==> src/rtl/multicycle_control_unit.sv <==
// Multi-cycle RV32I sequencer: walks each instruction through FETCH/DECODE/EXECUTE/MEM/WB,
// owns the instruction/data memory handshakes and drives the datapath controls per state.
module multicycle_control_unit (
    input  logic        clk,
    input  logic        rst,
    input  logic [31:0] iData,
    output logic        i_req,
    input  logic        i_ready,
    output logic        d_req,
    output logic        d_we,
    input  logic        d_ready,
    output logic [3:0]  ALU_Controls,
    output logic        reg_wr_en,
    output logic        ALUSrcMuxSel,
    output logic [2:0]  RAM2RegWSel,
    output logic        branch,
    output logic        JAL,
    output logic        JALR,
    output logic        pc_en,
    output logic        ir_en,
    output logic        illegal_instr,
    output logic [31:0] instret
);

    typedef enum logic [2:0] {
        S_IDLE, S_FETCH, S_DECODE, S_EXECUTE, S_MEM, S_WB, S_TRAP
    } state_t;

    typedef enum logic [3:0] {
        C_BAD, C_ALU_R, C_ALU_I, C_LOAD, C_STORE, C_BRANCH, C_JAL, C_JALR, C_LUI, C_AUIPC
    } cls_t;

    state_t      state;
    cls_t        cls;
    cls_t        dec_cls;
    logic [3:0]  dec_alu;
    logic        dec_src;
    logic [2:0]  dec_wb;
    logic        pc_pulse;
    logic        unused_bits;

    assign unused_bits = ^{iData[31], iData[29:15], iData[11:7]};

    // Decode straight from the fetched word; the result is latched on ir_en
    always_comb begin
        dec_cls = C_BAD;
        dec_alu = 4'b0000;
        dec_src = 1'b0;
        dec_wb  = 3'd0;
        case (iData[6:0])
            7'b0110011: begin dec_cls = C_ALU_R; dec_alu = {iData[30], iData[14:12]}; end
            7'b0010011: begin
                dec_cls = C_ALU_I;
                dec_alu = {(iData[14:12] == 3'b101) ? iData[30] : 1'b0, iData[14:12]};
                dec_src = 1'b1;
            end
            7'b0000011: begin dec_cls = C_LOAD;   dec_src = 1'b1; dec_wb = 3'd1; end
            7'b0100011: begin dec_cls = C_STORE;  dec_src = 1'b1; end
            7'b1100011: begin dec_cls = C_BRANCH; dec_alu = {1'b1, iData[14:12]}; end
            7'b1101111: begin dec_cls = C_JAL;    dec_wb = 3'd4; end
            7'b1100111: begin dec_cls = C_JALR;   dec_src = 1'b1; dec_wb = 3'd4; end
            7'b0110111: begin dec_cls = C_LUI;    dec_wb = 3'd2; end
            7'b0010111: begin dec_cls = C_AUIPC;  dec_wb = 3'd3; end
            default:    dec_cls = C_BAD;
        endcase
    end

    assign ir_en = i_req & i_ready;
    // A store retires in MEM on the same cycle its data access completes
    assign pc_en = pc_pulse | (d_req & d_we & d_ready);

    always_ff @(posedge clk or negedge rst) begin
        if (!rst) begin
            state         <= S_IDLE;
            cls           <= C_BAD;
            i_req         <= 1'b0;
            d_req         <= 1'b0;
            d_we          <= 1'b0;
            reg_wr_en     <= 1'b0;
            pc_pulse      <= 1'b0;
            branch        <= 1'b0;
            JAL           <= 1'b0;
            JALR          <= 1'b0;
            illegal_instr <= 1'b0;
            ALU_Controls  <= 4'b0000;
            ALUSrcMuxSel  <= 1'b0;
            RAM2RegWSel   <= 3'd0;
            instret       <= 32'd0;
        end else begin
            if (pc_en)
                instret <= instret + 32'd1;
            case (state)
                S_IDLE: begin
                    state <= S_FETCH;
                    i_req <= 1'b1;
                end
                S_FETCH: begin
                    if (i_ready) begin
                        state        <= S_DECODE;
                        i_req        <= 1'b0;
                        cls          <= dec_cls;
                        ALU_Controls <= dec_alu;
                        ALUSrcMuxSel <= dec_src;
                        RAM2RegWSel  <= dec_wb;
                    end
                end
                S_DECODE: begin
                    if (cls == C_BAD) begin
                        state         <= S_TRAP;
                        illegal_instr <= 1'b1;
                    end else begin
                        state <= S_EXECUTE;
                        if (cls == C_BRANCH) begin
                            branch   <= 1'b1;
                            pc_pulse <= 1'b1;
                        end
                    end
                end
                S_EXECUTE: begin
                    branch   <= 1'b0;
                    pc_pulse <= 1'b0;
                    if (cls == C_BRANCH) begin
                        state <= S_FETCH;
                        i_req <= 1'b1;
                    end else if (cls == C_LOAD || cls == C_STORE) begin
                        state <= S_MEM;
                        d_req <= 1'b1;
                        d_we  <= (cls == C_STORE);
                    end else begin
                        state     <= S_WB;
                        reg_wr_en <= 1'b1;
                        pc_pulse  <= 1'b1;
                        JAL       <= (cls == C_JAL);
                        JALR      <= (cls == C_JALR);
                    end
                end
                S_MEM: begin
                    if (d_ready) begin
                        d_req <= 1'b0;
                        d_we  <= 1'b0;
                        if (cls == C_STORE) begin
                            state <= S_FETCH;
                            i_req <= 1'b1;
                        end else begin
                            state     <= S_WB;
                            reg_wr_en <= 1'b1;
                            pc_pulse  <= 1'b1;
                        end
                    end
                end
                S_WB: begin
                    state     <= S_FETCH;
                    i_req     <= 1'b1;
                    reg_wr_en <= 1'b0;
                    pc_pulse  <= 1'b0;
                    JAL       <= 1'b0;
                    JALR      <= 1'b0;
                end
                S_TRAP:  state <= S_TRAP;
                default: state <= S_IDLE;
            endcase
        end
    end

endmodule

==> config.mk <==
export PLATFORM = sky130hd
export DESIGN_NAME = multicycle_control_unit
export DESIGN_NICKNAME = d
export VERILOG_FILES = /design/src/rtl/multicycle_control_unit.sv
export SDC_FILE = /design/constraint.sdc
export NUM_CORES = 1
export LEC_CHECK = 0
export CAP_MARGIN = 20
export CORE_UTILIZATION = 41
export DETAILED_ROUTE_END_ITERATION = 8
export PLACE_DENSITY = 0.71
export SLEW_MARGIN = 10
export SYNTH_ARGS = -nofsm -noshare
export SYNTH_HDL_FRONTEND = slang
export SYNTH_SLANG_ARGS = --single-unit
export TNS_END_PERCENT = 50
==> constraint.sdc <==
create_clock -name clk -period 2.4 [get_ports clk]
set_clock_uncertainty 0.2 [all_clocks]
set_input_delay 0.48 -clock clk [delete_from_list [all_inputs] [get_ports clk]]
set_output_delay 0.48 -clock clk [all_outputs]
set_load 0.02 [all_outputs]
* After elaboration in Yosys (flattened, before gate mapping)
Cells that the tools add are included. Widths: inputs -> output; s select.
Word-level totals: output and inout port bits 50, logic and storage cells 112, register bits 56, bits of input ports 36
Operators by class: eq/ne operators 31, multiplexer cells 40, reductions and logical operators 21, bitwise logic cells 4, add/subtract/negate cells 1
Operators by type and width (count):
- $pmux 4 s9 | 1
- $add 32x1->32 const B | 1
- $mux 1 | 23
- $eq 7x6->1 const B | 3
- $eq 7x7->1 const B | 3
- $ne 2x2->1 const B | 10
- $pmux 3 s6 | 1
- $eq 4x3->1 const B | 4
- $mux 3 | 5
- $reduce_and 5->1 | 3
- $eq 7x5->1 const B | 2
- $eq 3x3->1 const B | 4
- $pmux 3 s4 | 1
- $pmux 4 s3 | 1
- $pmux 1 s2 | 5
- $pmux 1 s4 | 2
- $reduce_bool 4->1 | 2
- $eq 7x2->1 const B | 1
- $eq 3x2->1 const B | 2
- $reduce_and 2->1 | 3
- $reduce_and 3->1 | 2
- $reduce_bool 2->1 | 3
- $eq 4x2->1 const B | 1
- $logic_not 4->1 | 1
- 10 further kinds | 13

* Longest topological paths before layout
Gate-level depths: netlist (run 1).
depth after elaboration 5, gate-level depth with buffers 6, depth with buffers taken out 4

* Least setup slack after synthesis (run 1)
OpenSTA, ideal clock, no wires.
path kind reg2reg, from register d_req, to register instret[11], required time 2.070 ns, arrival time 1.620 ns, cell stages (with the launch flop) 6, period minus slack after synthesis 1.950 ns, slack 0.450 ns, path buffers 1, setup time 0.130 ns, path through dfrtp_1 -> a31o_4 -> and4_1 -> buf_4 -> or4b_1 -> xnor2_1
On the way: longest elaborated chain between the ends 3
Ends and longest elaborated chain:
- start: declaration | RTL line 9 | output logic d_req,
- start signal: assignment | RTL line 77 | d_req <= 1'b0;
- start signal: assignment | RTL line 127 | d_req <= 1'b1;
- start signal: assignment | RTL line 139 | d_req <= 1'b0;
- $and 1x1->1 (2 in series) | RTL line 70 | assign pc_en = pc_pulse | (d_req & d_we & d_ready);
- $or 1x1->1 | RTL line 70
- named net pc_en | RTL line 19 | output logic pc_en,
- end signal: assignment | RTL line 91 | instret <= instret + 32'd1;
- end: declaration | RTL line 22 | output logic [31:0] instret
The timed path passes the listed nets, and every way through them passes these cells. A chain may end at the register's enable or synchronous reset.

* Final worst setup path (run 1)
from register instret[8], to output port instret[8]
No word-level cell between the ends.

==> results.ini, run 1 <==
[yosys]
synth_edf_count = 0
yosys.area.top_type_share_pct = 49.9
synth_xor_xnor_area_share_pct = 10.3
mappedNetlistArea_um2 = 2810
synthTopCellsByArea = dfrtp_1, xnor2_1, nand4_1
yosys.area_share.simple_pct = 23.3
ys_seq_area_share_pct = 49.9
synth_mux_area_share_pct = 0.801
synth-compound-area-share_pct = 12.4
synth_top_cell_by_area = dfrtp_1
synth_nets = 304
avgSynthCellArea_um2 = 10.5
synth_top_family_by_area = simple AND/OR/NAND/NOR gates
synthFlopType = dfrtp_1
synthCells = 267
synth.distinct_cells = 53
synthArstFlopShare_pct = 100
synth_fa_ha_area_share_pct = 0.445
synth-warning-count = 0
ys_ff_latch = 56

[clocking]
htreeDepth = 2
clk_path_buf_depth = 2
cts_inserted_buffers = 5
clkTransAtPathRegs_ps = 100
clk_latency_ps = 300
cts_sinks = 56
cts-root-buf = clkbuf_8
cts_tree = yes

[timing]
setup_violations = 0
drv_slew = 0
period_share_pct = 88.0
finalCriticalPeriod_ps = 2110
tns_ps = 0
finalHoldViolations = 0
worst_pin_slew_ps = 539
max-slew-margin-rel_pct = 64.1
max_freq_ghz = 0.474
setup_ws_ps = 288
rsz0062_at_grt = no

[setup_path]
critPathLaunchType = register
rrSetupSlack_ps = 500
slowest_stage = clkdlybuf4s50_1
crit_family = buffers and inverters
path_buf_inv = 1
critical_path.max_stage_delay_ps = 650
crit_chain = clkdlybuf4s50_1
worstReg2RegEnd = cls[0]$_DFFE_PN0P_
r2r-start = state[2]$_DFFE_PN0N_
arrival_ps = 1430
worstSetupPathType = register to output port
crit_required_ps = 1720
worstPathMaxFanout = 6
crit_path_end_kind = output port
reg2regPathDepth = 4

[placement]
portBuffers = 64
placed_area_um2 = 3600
gp_congestion = 0.799
place_ws_ps = 2.33
dp_hpwl_mm = 4.20

[global_routing]
gr-total-overflow = 0
grt_pass1_vias = 2142
grt_pass1_wl_mm = 10.2
grt_max_degree = 26
antenna_found_initial = 0
grt.total_usage_pct = 17.9

[floorplan]
dieArea_um2 = 7190
io_pins = 86
die_h_um = 84.8
die_x_um = 84.8
start_util_pct = 43.3
coreArea_um2 = 6490
rows = 29

[power_and_ir_drop]
power.density_nw_per_um2 = 438
p_leak_nw = 1.59
peakVddDrop_v = 0.000213

[flow_run]
max_cap_viol_count = 0

[status]
failed_checks = design-rule violations
status = finished with violations

[drt]
vias = 2254
first_pass_iters = 6
drtAntennaViolNets = 0
wl_mm = 5.88
drtIter0Drc = 108
wl_per_cell_um = 14.0
vias_per_cell = 5.38
route.detailed.drc = 6

[hold_path]
hold_path_end = illegal_instr$_DFFE_PN0P_
hold_class = register to register
min_path_cells = 1
min_from = illegal_instr$_DFFE_PN0P_

[final_layout]
most-common-layout-cells = clkdlybuf4s50_1, dfrtp_1, xnor2_1
final_common_cell = clkdlybuf4s50_1
syn_to_final_growth_pct = 32.6
fin_nets = 378
final_area_um2 = 3730
diodes = 0
drive_above_1_share_pct = 9.94

## area by class of cell
class	instances	area, um^2
Clock buffer	6	72.6
Sequential cell	56	1400
Tap cell	77	96.3
Fill cell	576	2770
Timing Repair Buffer	80	776
Multi-Input combinational cell	193	1330
Clock inverter	2	35.0
Inverter	5	18.8
## stage by stage
step	total power, W	hold WS (ps)	cells	util, %
6_report	0.00163	269	419	57.4
2_1_floorplan	0.000982	-15.6	267	-
3_5_place_dp	0.00104	247	410	55.5
3_3_place_gp	0.00104	248	410	55.5
5_1_grt	0.00171	307	419	57.4
4_1_cts	0.00166	277	419	57.3
## synthesized netlist by cell type (3+ instances only)
library cell	count
xor2_1	4
a21o_1	4
and2_1	6
nand2b_1	4
clkbuf_1	7
buf_2	3
o21ai_0	13
a21oi_1	14
and4_1	4
a32o_1	3
inv_1	5
nand3_1	10
xnor2_1	29
nand2_1	18
a22o_1	5
dfrtp_1	56
nor2_1	9
nand4_1	16
nor2b_1	6
nor3_1	6
and3_1	5
## metal layers
metal	vias to the layer above	part of all wire, %	GRT usage (%)
met5	-	0	0
met4	0	0.97	5.08
met3	5	4.3	3.74
met2	57	48	28.7
met1	1079	47	24.6
li1	1113	-	-
## worst max path at each step
stage	start	end	slack [ps]	cells past startpoint
3_3_place_gp	d_ready	pc_en	7	3
4_1_cts	i_ready	ir_en	1	3
6_report	instret[8]$_DFFE_PN0P_	instret[8]	290	1
3_5_place_dp	i_ready	ir_en	2	3
2_1_floorplan	d_req$_DFFE_PN0P_	instret[11]$_DFFE_PN0P_	450	5
5_1_grt	instret[8]$_DFFE_PN0P_	instret[8]	220	1
## report_power, final
group          switching [W]  internal, W
sequential       0.000000392     0.000944
combinational      0.0000415    0.0000390
clock               0.000296     0.000310
total               0.000338      0.00129
## cells by family after synthesis
family	after synthesis
multiplexers	2
adder cells (fa/ha/maj)	1
AND/OR/NAND/NOR	105
buffers and inverters	18
flip-flops	56
XOR/XNOR	33
AO/OA/AOI/OAI	52
## sequential cells by signal, indices dropped and copies added (netlist names)
signal	cells
ALU_Controls	4
d_req	1
cls	4
reg_wr_en	1
RAM2RegWSel	3
illegal_instr	1
JALR	1
i_req	1
d_we	1
branch	1
ALUSrcMuxSel	1
state	3
pc_pulse	1
instret	32
JAL	1
## timing repair
action,4_1_cts,5_1_grt
endpoints found under the hold margin,21,0
setup buffers,0,0
endpoints found under the setup margin,0,2
resized for setup,0,2
hold buffers,1,0
Power figures use the tool's default switching activity.
==> inputs of run 2 (changes only) <==
Settings changed: CORE_UTILIZATION 41 to 48, CTS_BUF_LIST set to sky130_fd_sc_hd__clkbuf_8, PLACE_DENSITY 0.71 to 0.82.
==> run 2 against run 1 <==
Against the previous run: the flow now finishes without violations; first-iteration DRC count increased by 17%; clock power decreased by 16%; setup slack lost 31 ps; clock-buffer cell count is 1 lower; non-clock buffer count down 2; largest cell class unchanged; die area shrank 14%; critical path type is now input port to output port; highest routed layer unchanged; utilization up 8.7 points; cell count shrank 1.7%; sequential power about the same.
==> results.ini, run 2 (synthesized netlist as in run 1, its figures left out) <==
[setup_path]
crit_required_ps = 1720  ; about the same
crit_path_end_kind = output port
crit_chain = clkdlybuf4s50_1 > a31o_4 > dlygate4sd2_1
critPathLaunchType = input port
slowest_stage = clkdlybuf4s50_1
worstReg2RegEnd = instret[27]$_DFFE_PN0P_
arrival_ps = 1460  ; +30 ps
path_buf_inv = 2  ; +1
r2r-start = instret[13]$_DFFE_PN0P_
crit_family = buffers and inverters
worstSetupPathType = input port to output port
critical_path.max_stage_delay_ps = 430  ; -220 ps
worstPathMaxFanout = 3  ; -3
reg2regPathDepth = 4  ; unchanged
rrSetupSlack_ps = 540  ; +40 ps

[final_layout]
syn_to_final_growth_pct = 31.0
fin_nets = 376  ; -0.53%
largest_register_ffs = 32  ; unchanged
final_common_cell = clkdlybuf4s50_1
fin_cells = 412  ; -1.7%
most-common-layout-cells = clkdlybuf4s50_1, dfrtp_1, xnor2_1
drive_above_1_share_pct = 9.71  ; -0.24 points
top_register = instret
diodes = 0  ; unchanged
final_area_um2 = 3680  ; -1.2%
reg_top3 = instret (32), ALU_Controls (4), cls (4)

[clocking]
cts_sinks = 56  ; unchanged
clkTransAtPathRegs_ps = 90  ; about the same
clk_latency_ps = 310  ; about the same
htreeDepth = 2  ; unchanged
cts_inserted_buffers = 5  ; unchanged
cts-root-buf = clkbuf_8
clk_path_buf_depth = 2  ; unchanged
cts_tree = yes

[hold_path]
hold_class = register to register
min_from = illegal_instr$_DFFE_PN0P_
hold_path_end = illegal_instr$_DFFE_PN0P_
min_path_cells = 1  ; unchanged

[drt]
drtIter0Drc = 126  ; +17%
met2_length_mm = 2.86  ; +2.5%
wl_met1_mm = 2.69  ; -3.1%
vias = 2263  ; +0.40%
wl_mm = 5.82  ; -1.1%
wl_met3_um = 194  ; -24%
vias_per_cell = 5.49  ; +2.1%
first_pass_iters = 4  ; -2
route.detailed.drc = 0  ; -6
routed.top_layer = met4
wl_per_cell_um = 14.1  ; +0.61%
drtAntennaViolNets = 0  ; unchanged

[placement]
portBuffers = 64  ; unchanged
dp_hpwl_mm = 4.35  ; +3.5%
gp_congestion = 0.864  ; +8.1%
dp.cells = 403  ; -1.7%
placed_area_um2 = 3580  ; -0.59%
place_ws_ps = -4.26  ; -6.59 ps

[global_routing]
grt.total_usage_pct = 20.6  ; +2.7 points
antenna_found_initial = 0  ; unchanged
grt_pass1_vias = 2185  ; +2.0%
grt_pass1_wl_mm = 10.1  ; -1.6%
gr-total-overflow = 0  ; unchanged
grt_max_degree = 25  ; -3.8%

[power_and_ir_drop]
peakVddDrop_v = 0.000296  ; +39%
p_sw_w = 0.000345  ; +2.0%
power.density_nw_per_um2 = 416  ; -5.0%
internal_power_w = 0.00119  ; -8.3%
p_leak_nw = 1.58  ; -1.1%
p_comb_share_pct = 5.1  ; +0.2 points
report.power.total_w = 0.00153  ; -6.2%
p_clk_share_pct = 33.2  ; -4.0 points
p_sw_share_pct = 22.5  ; +1.8 points
seqPwrFrac_pct = 61.7  ; +3.8 points

[timing]
worst_pin_slew_ps = 482  ; -56.3 ps
drv_slew = 0  ; unchanged
setup_ws_ps = 257  ; -30.8 ps
max_freq_ghz = 0.467  ; -1.4%
finalCriticalPeriod_ps = 2140  ; +30.8 ps
whs_ps = 277  ; +8.33 ps
finalHoldViolations = 0  ; unchanged
period_share_pct = 89.3  ; +1.3 points
rsz0062_at_grt = no
max-slew-margin-rel_pct = 67.6  ; +3.5 points
setup_violations = 0  ; unchanged

[floorplan]
io_pins = 86  ; unchanged
coreArea_um2 = 5570  ; -14%
die_h_um = 78.5  ; -7.4%
dieArea_um2 = 6160  ; -14%
die_x_um = 78.5  ; -7.4%
rows = 27  ; -6.9%
start_util_pct = 50.4  ; +7.1 points

[status]
status = finished, final reports clean

[flow_run]
max_cap_viol_count = 0  ; unchanged

[run 2: worst register-to-register path: cells and delay by family, from the launching register on]
family | cells | cell delay [ps]
xor+xnor | 1 | 160
flops | 1 | 460
simple gates | 3 | 930
[run 2: layout make-up]
cell class              instances  area [um^2]
clock inverters                 3         18.8
flip-flops and latches         56         1400
clock buffers                   5         68.8
inverters                       5         18.8
repair buffers                 78          757
multi-input cells             193         1330
well taps                      72         90.1
fillers                       461         1890
[run 2: per-layer routing]
| layer | vias to the layer above | GRT usage, % |
|---|---|---|
| li1 | 1103 | - |
| met1 | 1103 | 26.9 |
| met2 | 52 | 35.0 |
| met3 | 5 | 3.14 |
| met4 | 0 | 6.11 |
| met5 | - | 0 |
[run 2: power groups by stage]
stage	Clock, W	Sequential, W	Combinational, W
global route	0.000568	0.000945	0.0000889
floorplan	0	0.000964	0.0000177
CTS	0.000524	0.000944	0.0000804
detailed placement	0	0.000963	0.0000791
finish	0.000508	0.000944	0.0000782
global placement	0	0.000963	0.0000776
[run 2: worst max path at each step]
stage	start	endpoint	slack (ps)	depth (start not counted)
after detailed placement	d_ready	pc_en	-4	3
after global routing	d_ready	pc_en	210	3
after global placement	d_ready	pc_en	-2	3
after floorplan	d_req$_DFFE_PN0P_	instret[11]$_DFFE_PN0P_	450	5
final	d_ready	pc_en	260	3
after CTS	i_ready	ir_en	20	3
[run 2: metrics by stage]
| stage | util (%) | TNS, ps |
|---|---|---|
| after CTS | 66.0 | 0 |
| after detailed placement | 64.3 | -4.26 |
| final | 66.0 | 0 |
| after global placement | 64.3 | -1.53 |
| after global routing | 66.0 | 0 |
| after floorplan | - | 0 |
[run 2: what timing repair did]
item                                   4_1_cts  5_1_grt
endpoints found under the hold margin       18        0
gates cloned                                 0        0
setup endpoints to repair                    1        1
hold buffers                                 1        0
buffers inserted                             0        0
gates resized for setup                      1        1
